### config.mk
export PLATFORM = sky130hd
export DESIGN_NAME = rect_draw_engine
export DESIGN_NICKNAME = d
export VERILOG_FILES = /design/src/rtl/rect_draw_engine_pkg.sv /design/src/rtl/xy_scan_counter.sv /design/src/rtl/rect_draw_engine.sv
export SDC_FILE = /design/constraint.sdc
export NUM_CORES = 1
export LEC_CHECK = 0
export CAP_MARGIN = 20
export CORE_MARGIN = 2
export CORE_UTILIZATION = 49
export DETAILED_ROUTE_END_ITERATION = 6
export GPL_ROUTABILITY_DRIVEN = 0
export GPL_TIMING_DRIVEN = 1
export HOLD_SLACK_MARGIN = 0.05
export PLACE_DENSITY_LB_ADDON = 0.12
export SLEW_MARGIN = 15
export SYNTH_ARGS = -nofsm -noshare
export SYNTH_HDL_FRONTEND = slang
export SYNTH_SLANG_ARGS = --single-unit
### constraint.sdc
create_clock -name clk -period 2.8 [get_ports clk]
set_input_delay 0.56 -clock clk [delete_from_list [all_inputs] [get_ports clk]]
set_output_delay 0.56 -clock clk [all_outputs]
set_load 0.1 [all_outputs]
### src/rtl/rect_draw_engine_pkg.sv
`default_nettype none
// ============================================================================
// Module   : rect_draw_engine_pkg
// Brief    : Screen geometry, colour codes and draw FSM encoding shared by the
//            rectangle engine and the game controller.
// Revision : 1.0 - initial release
// ============================================================================
package rect_draw_engine_pkg;

    localparam int SCREEN_W     = 160;
    localparam int SCREEN_H     = 120;
    localparam int COLOUR_BLACK = 0;

    typedef logic [1:0] draw_state_t;

    localparam logic [1:0] ST_IDLE = 2'd0;
    localparam logic [1:0] ST_LOAD = 2'd1;
    localparam logic [1:0] ST_DRAW = 2'd2;
    localparam logic [1:0] ST_DONE = 2'd3;

endpackage
`default_nettype wire

### src/rtl/xy_scan_counter.sv
`default_nettype none
// ============================================================================
// Module   : xy_scan_counter
// Brief    : Raster column/row counter for a w x h block, column fastest,
//            with a flag marking the final pixel of the block.
// Revision : 1.0 - initial release
// ============================================================================
module xy_scan_counter #(
    parameter int X_W = 8,
    parameter int Y_W = 7
) (
    input  logic           clk,
    input  logic           resetn,
    input  logic           i_clear,
    input  logic           i_enable,
    input  logic [X_W-1:0] i_w,
    input  logic [Y_W-1:0] i_h,
    output logic [X_W-1:0] o_col,
    output logic [Y_W-1:0] o_row,
    output logic           o_last
);

    logic [X_W-1:0] r_col;
    logic [Y_W-1:0] r_row;
    logic           w_col_wrap;
    logic           w_row_wrap;

    // Only meaningful while i_w and i_h are non-zero.
    assign w_col_wrap = (r_col == (i_w - X_W'(1)));
    assign w_row_wrap = (r_row == (i_h - Y_W'(1)));

    always_ff @(posedge clk) begin
        if (!resetn || i_clear) begin
            r_col <= '0;
            r_row <= '0;
        end else if (i_enable) begin
            if (w_col_wrap) begin
                r_col <= '0;
                r_row <= w_row_wrap ? '0 : (r_row + Y_W'(1));
            end else begin
                r_col <= r_col + X_W'(1);
            end
        end
    end

    assign o_col  = r_col;
    assign o_row  = r_row;
    assign o_last = w_col_wrap && w_row_wrap;

endmodule
`default_nettype wire

### src/rtl/rect_draw_engine.sv
`default_nettype none
// ============================================================================
// Module   : rect_draw_engine
// Brief    : Fills a clipped rectangle one pixel per cycle into the VGA
//            adapter write port, with busy/done handshake to the controller.
// Revision : 1.0 - initial release
// ============================================================================
module rect_draw_engine
    import rect_draw_engine_pkg::*;
#(
    parameter int X_W = 8,
    parameter int Y_W = 7,
    parameter int C_W = 3
) (
    input  logic           clk,
    input  logic           resetn,
    input  logic           start,
    input  logic           erase,
    input  logic [X_W-1:0] x0,
    input  logic [Y_W-1:0] y0,
    input  logic [X_W-1:0] w,
    input  logic [Y_W-1:0] h,
    input  logic [C_W-1:0] colour_in,
    output logic           busy,
    output logic           done,
    output logic [X_W-1:0] vga_x,
    output logic [Y_W-1:0] vga_y,
    output logic [C_W-1:0] vga_colour,
    output logic           plot
);

    localparam logic [X_W:0]   c_screen_w = (X_W+1)'(SCREEN_W);
    localparam logic [Y_W:0]   c_screen_h = (Y_W+1)'(SCREEN_H);
    localparam logic [C_W-1:0] c_black    = C_W'(COLOUR_BLACK);

    draw_state_t    r_state;
    draw_state_t    w_next_state;

    logic [X_W-1:0] r_x0;
    logic [Y_W-1:0] r_y0;
    logic [X_W-1:0] r_w;
    logic [Y_W-1:0] r_h;
    logic           r_erase;
    logic [C_W-1:0] r_colour;

    logic [X_W-1:0] w_col;
    logic [Y_W-1:0] w_row;
    logic           w_last;
    logic           w_zero_size;
    logic [X_W:0]   w_sum_x;
    logic [Y_W:0]   w_sum_y;
    logic           w_on_screen;

    logic           r_busy;
    logic           r_done;
    logic           r_plot;
    logic [X_W-1:0] r_vga_x;
    logic [Y_W-1:0] r_vga_y;
    logic [C_W-1:0] r_vga_colour;

    xy_scan_counter #(
        .X_W (X_W),
        .Y_W (Y_W)
    ) u_scan (
        .clk      (clk),
        .resetn   (resetn),
        .i_clear  (r_state == ST_LOAD),
        .i_enable (r_state == ST_DRAW),
        .i_w      (r_w),
        .i_h      (r_h),
        .o_col    (w_col),
        .o_row    (w_row),
        .o_last   (w_last)
    );

    assign w_zero_size = (r_w == '0) || (r_h == '0);

    always_comb begin
        w_next_state = r_state;
        case (r_state)
            ST_IDLE: if (start) w_next_state = ST_LOAD;
            ST_LOAD: w_next_state = w_zero_size ? ST_DONE : ST_DRAW;
            ST_DRAW: if (w_last) w_next_state = ST_DONE;
            ST_DONE: w_next_state = ST_IDLE;
            default: w_next_state = ST_IDLE;
        endcase
    end

    always_ff @(posedge clk) begin
        if (!resetn) begin
            r_state <= ST_IDLE;
        end else begin
            r_state <= w_next_state;
        end
    end

    // Request is captured once; later input changes never reach the draw.
    always_ff @(posedge clk) begin
        if (!resetn) begin
            r_x0     <= '0;
            r_y0     <= '0;
            r_w      <= '0;
            r_h      <= '0;
            r_erase  <= 1'b0;
            r_colour <= '0;
        end else if ((r_state == ST_IDLE) && start) begin
            r_x0     <= x0;
            r_y0     <= y0;
            r_w      <= w;
            r_h      <= h;
            r_erase  <= erase;
            r_colour <= colour_in;
        end
    end

    // One extra bit keeps the clip test honest when x0+col runs past 2**X_W-1.
    assign w_sum_x     = {1'b0, r_x0} + {1'b0, w_col};
    assign w_sum_y     = {1'b0, r_y0} + {1'b0, w_row};
    assign w_on_screen = (w_sum_x < c_screen_w) && (w_sum_y < c_screen_h);

    // Pixel and done outputs trail the FSM by one cycle, so busy also covers
    // the cycle in which done is presented.
    always_ff @(posedge clk) begin
        if (!resetn) begin
            r_busy       <= 1'b0;
            r_done       <= 1'b0;
            r_plot       <= 1'b0;
            r_vga_x      <= '0;
            r_vga_y      <= '0;
            r_vga_colour <= '0;
        end else begin
            r_busy <= (w_next_state != ST_IDLE) || (r_state == ST_DONE);
            r_done <= (r_state == ST_DONE);
            r_plot <= (r_state == ST_DRAW) && w_on_screen;
            if (r_state == ST_DRAW) begin
                r_vga_x      <= w_sum_x[X_W-1:0];
                r_vga_y      <= w_sum_y[Y_W-1:0];
                r_vga_colour <= r_erase ? c_black : r_colour;
            end
        end
    end

    assign busy       = r_busy;
    assign done       = r_done;
    assign plot       = r_plot;
    assign vga_x      = r_vga_x;
    assign vga_y      = r_vga_y;
    assign vga_colour = r_vga_colour;

endmodule
`default_nettype wire

==> results.py <==
metrics = {
    "clocking": {
        "postCtsSetupRepairBufs": 0,
        "htree_levels": 3,
        "cts_tree": "yes",
        "hold_buffers": 0,
        "root_buffer": "clkbuf_8",
        "worstSkewPairLatency_ps": 350,
        "cts_inserted_buffers": 9,
        "ctsResizeCount": 0,
        "clk_pin_slew_ps": 80,
        "clock_path_buffers": 2,
        "cts.sink_count": 72,
    },
    "timing": {
        "worst_slack_ps": 344.8,
        "layout_worst_path_cycle_share_pct": 87.69,
        "worst_slew_pin_slew_ps": 508.8,
        "finalSetupViolCount": 0,
        "drv_slew": 0,
        "hold_viol": 0,
        "fin_skew_ps": 5.046,
        "rsz0062_at_grt": "no",
        "period_needed_ps": 2455,
        "maxSlewHeadroom_pct": 65.92,
        "finalSetupTns_ps": 0,
        "fmax_mhz": 407.3,
    },
    "setup_path": {
        "r2r_start": "r_h[0]$_SDFFE_PN0P_",
        "critPathLaunchType": "register",
        "cp_num_buf_inv": 1,
        "critical_path_required_ps": 3040,
        "critical_path.cell_chain": "inv_1, ha_1, and2_1, o21ai_0, a31oi_1, nor4_4, nor2_1, nand4_1, o22ai_1",
        "worst_path_max_delay_cell": "nor4_4",
        "worstSetupPathType": "reg -> reg",
        "crit_path_end_kind": "register",
        "critPathLaunch": "r_h[0]$_SDFFE_PN0P_",
        "crit_fanout": 7,
        "max_stage_delay_ps": 490,
        "cp_top_family": "simple AND/OR/NAND/NOR gates",
        "critical_path_arrival_ps": 2690,
    },
    "yosys": {
        "synth_seq_area_share_pct": 36.86,
        "ys_types": 51,
        "async_flop_share_pct": 0,
        "synth_top_area_share_pct": 36.86,
        "syn_nets": 521,
        "synth_flop_cell": "dfxtp_1",
        "yosysMostFrequentCell": "nand2_1",
        "synthTopCellsByCount": "nand2_1 (82), dfxtp_1 (72), a21boi_0 (34)",
        "yosysWarningCount": 0,
        "avgSynthCellArea_um2": 8.556,
        "synth_edf_count": 0,
        "yosysTopAreaCell": "dfxtp_1",
        "syn-cell-area_um2": 3910,
        "yosys-top-cells-area": "dfxtp_1 (37%), ha_1 (8.0%), nand2_1 (7.9%)",
        "syn_inst": 457,
        "synth-seq-cells": 72,
    },
    "placement": {
        "postPlaceCellArea_um2": 4538,
        "pre_cts_slack_ps": 402.6,
        "numPlacedInstances": 603,
        "dp_hpwl_um": 6464,
        "io_buffers": 57,
    },
    "die": {
        "start_util_pct": 50.60,
        "core_area_um2": 7727,
        "die_height_um": 93.33,
        "num_rows": 32,
        "dieArea_um2": 8710,
        "die_w_um": 93.33,
        "top_level_ports": 58,
    },
    "global_routing": {
        "antenna_found_initial": 0,
        "grt_pass1_wl_um": 14960,
        "grt_max_degree": 59,
        "track_usage_pct": 21.83,
        "grt_pass1_vias": 3178,
        "overflow": 0,
    },
    "final_layout": {
        "final_cell_area_um2": 4757,
        "insertedDiodeCount": 0,
        "nets": 576,
        "layout-area-overhead-vs-synth_pct": 21.66,
        "final_layout_size_suffix_gt1_share_pct": 9.671,
        "fin_util_pct": 61.56,
        "post_layout_nonfiller_instances": 619,
    },
    "route": {
        "drt_iter0_markers": 137,
        "avgViaCountPerCell": 5.212,
        "wl_per_cell_um": 14.41,
        "vias": 3226,
        "drt_wl_total_um": 8919,
        "drc": 0,
        "ant_nets": 0,
        "first_pass_iters": 4,
    },
    "power": {
        "leakage_uw": 0.001911,
        "powerDensity_nw_per_um2": 795.1,
        "vdd_drop_max_v": 0.0002833,
    },
    "outcome": {
        "outcome": "complete, no violations",
    },
    "hold_path": {
        "min_from": "r_colour[2]$_SDFFE_PN0P_",
        "holdCritPathClass": "reg -> reg",
    },
    "run": {
        "maxCapViolations": 0,
    },
}
==> cells by family (layout without fill, tap and decap cells) <==
family	after synthesis	in the layout	share of synthesized area, %
simple gates	182	182	23.14
compound gates	87	87	16.00
flops	72	72	36.86
buf+inv	42	102	4.032
xor+xnor	35	35	7.840
fa+ha+maj	27	27	9.024
mux	12	12	3.104
==> power breakdown <==
part / switching (µW) / leakage (µW) / internal (µW)
logic: 972 / 0.00122 / 552
clock network: 418 / 0.000110 / 503
registers: 154 / 0.000586 / 1180
total: 1540 / 0.00191 / 2240
==> metrics by stage <==
step / hold WS (ps) / total power [µW]
detailed placement: 458.9 / 2885
floorplan: 443.5 / 2492
finish: 467.5 / 3782
global route: 506.0 / 4011
global placement: 455.4 / 2856
CTS: 469.8 / 3805
==> area by class of cell <==
type	count	area, µm²
well taps	102	127.6
multi-input cells	343	2311
inverters	24	90.09
flip-flops and latches	72	1441
fillers	709	2970
clock buffers	9	123.9
repair buffers	62	568.0
clock inverters	7	95.09
==> state kept, by name, indices dropped and copies added (netlist names) <==
name / count
vga_y: 7
busy: 1
done: 1
vga_x: 8
r_h: 7
plot: 1
vga_colour: 3
r_state: 2
r_w: 8
u_scan.o_col: 8
r_y0: 7
r_erase: 1
r_x0: 8
u_scan.o_row: 7
r_colour: 3
==> layout by cell type, fill, tap and decap left out, types with 4 or more instances in the layout <==
cell	synthesis	layout
o21a_1	4	4
xnor2_1	22	22
nand4_1	6	6
nor3_1	8	8
buf_4	0	25
clkdlybuf4s50_1	0	36
o21ai_0	7	7
o22ai_1	6	6
nor2b_1	18	18
nand3_1	10	10
inv_1	24	24
a21oi_1	14	14
xor2_1	13	13
and3_1	6	6
a21boi_0	34	34
nand2_1	82	82
dfxtp_1	72	72
mux2i_1	11	11
ha_1	25	25
nor2_1	25	25
and2_1	8	8
clkbuf_8	0	9
==> worst reg2reg max path, stage by stage, from the launching register on <==
cell	delay (ps)
dfxtp_1	450
inv_1	100
ha_1	250
and2_1	190
o21ai_0	190
a31oi_1	160
nor4_4	490
nor2_1	160
nand4_1	240
o22ai_1	130
==> worst paths after layout <==
path	endpoint	slack (ps)	cells after the start
worst max register to register	u_scan.o_row[5]$_SDFFE_PP0P_	340	9
worst min-delay path	r_colour[2]$_SDFFE_PN0P_	470	2
worst min register to register	r_colour[2]$_SDFFE_PN0P_	470	2
worst max-delay path	u_scan.o_row[5]$_SDFFE_PP0P_	340	9
==> layer usage <==
layer / GRT usage (%) / vias to the layer above / wire (µm)
met3: 3.948 / 11 / 357
met5: 0 / - / 0
met1: 29.82 / 1492 / 4404
li1: - / 1655 / -
met4: 8.578 / 0 / 104
met2: 34.17 / 68 / 4053
Note: power is estimated with default switching activity, not from simulation.
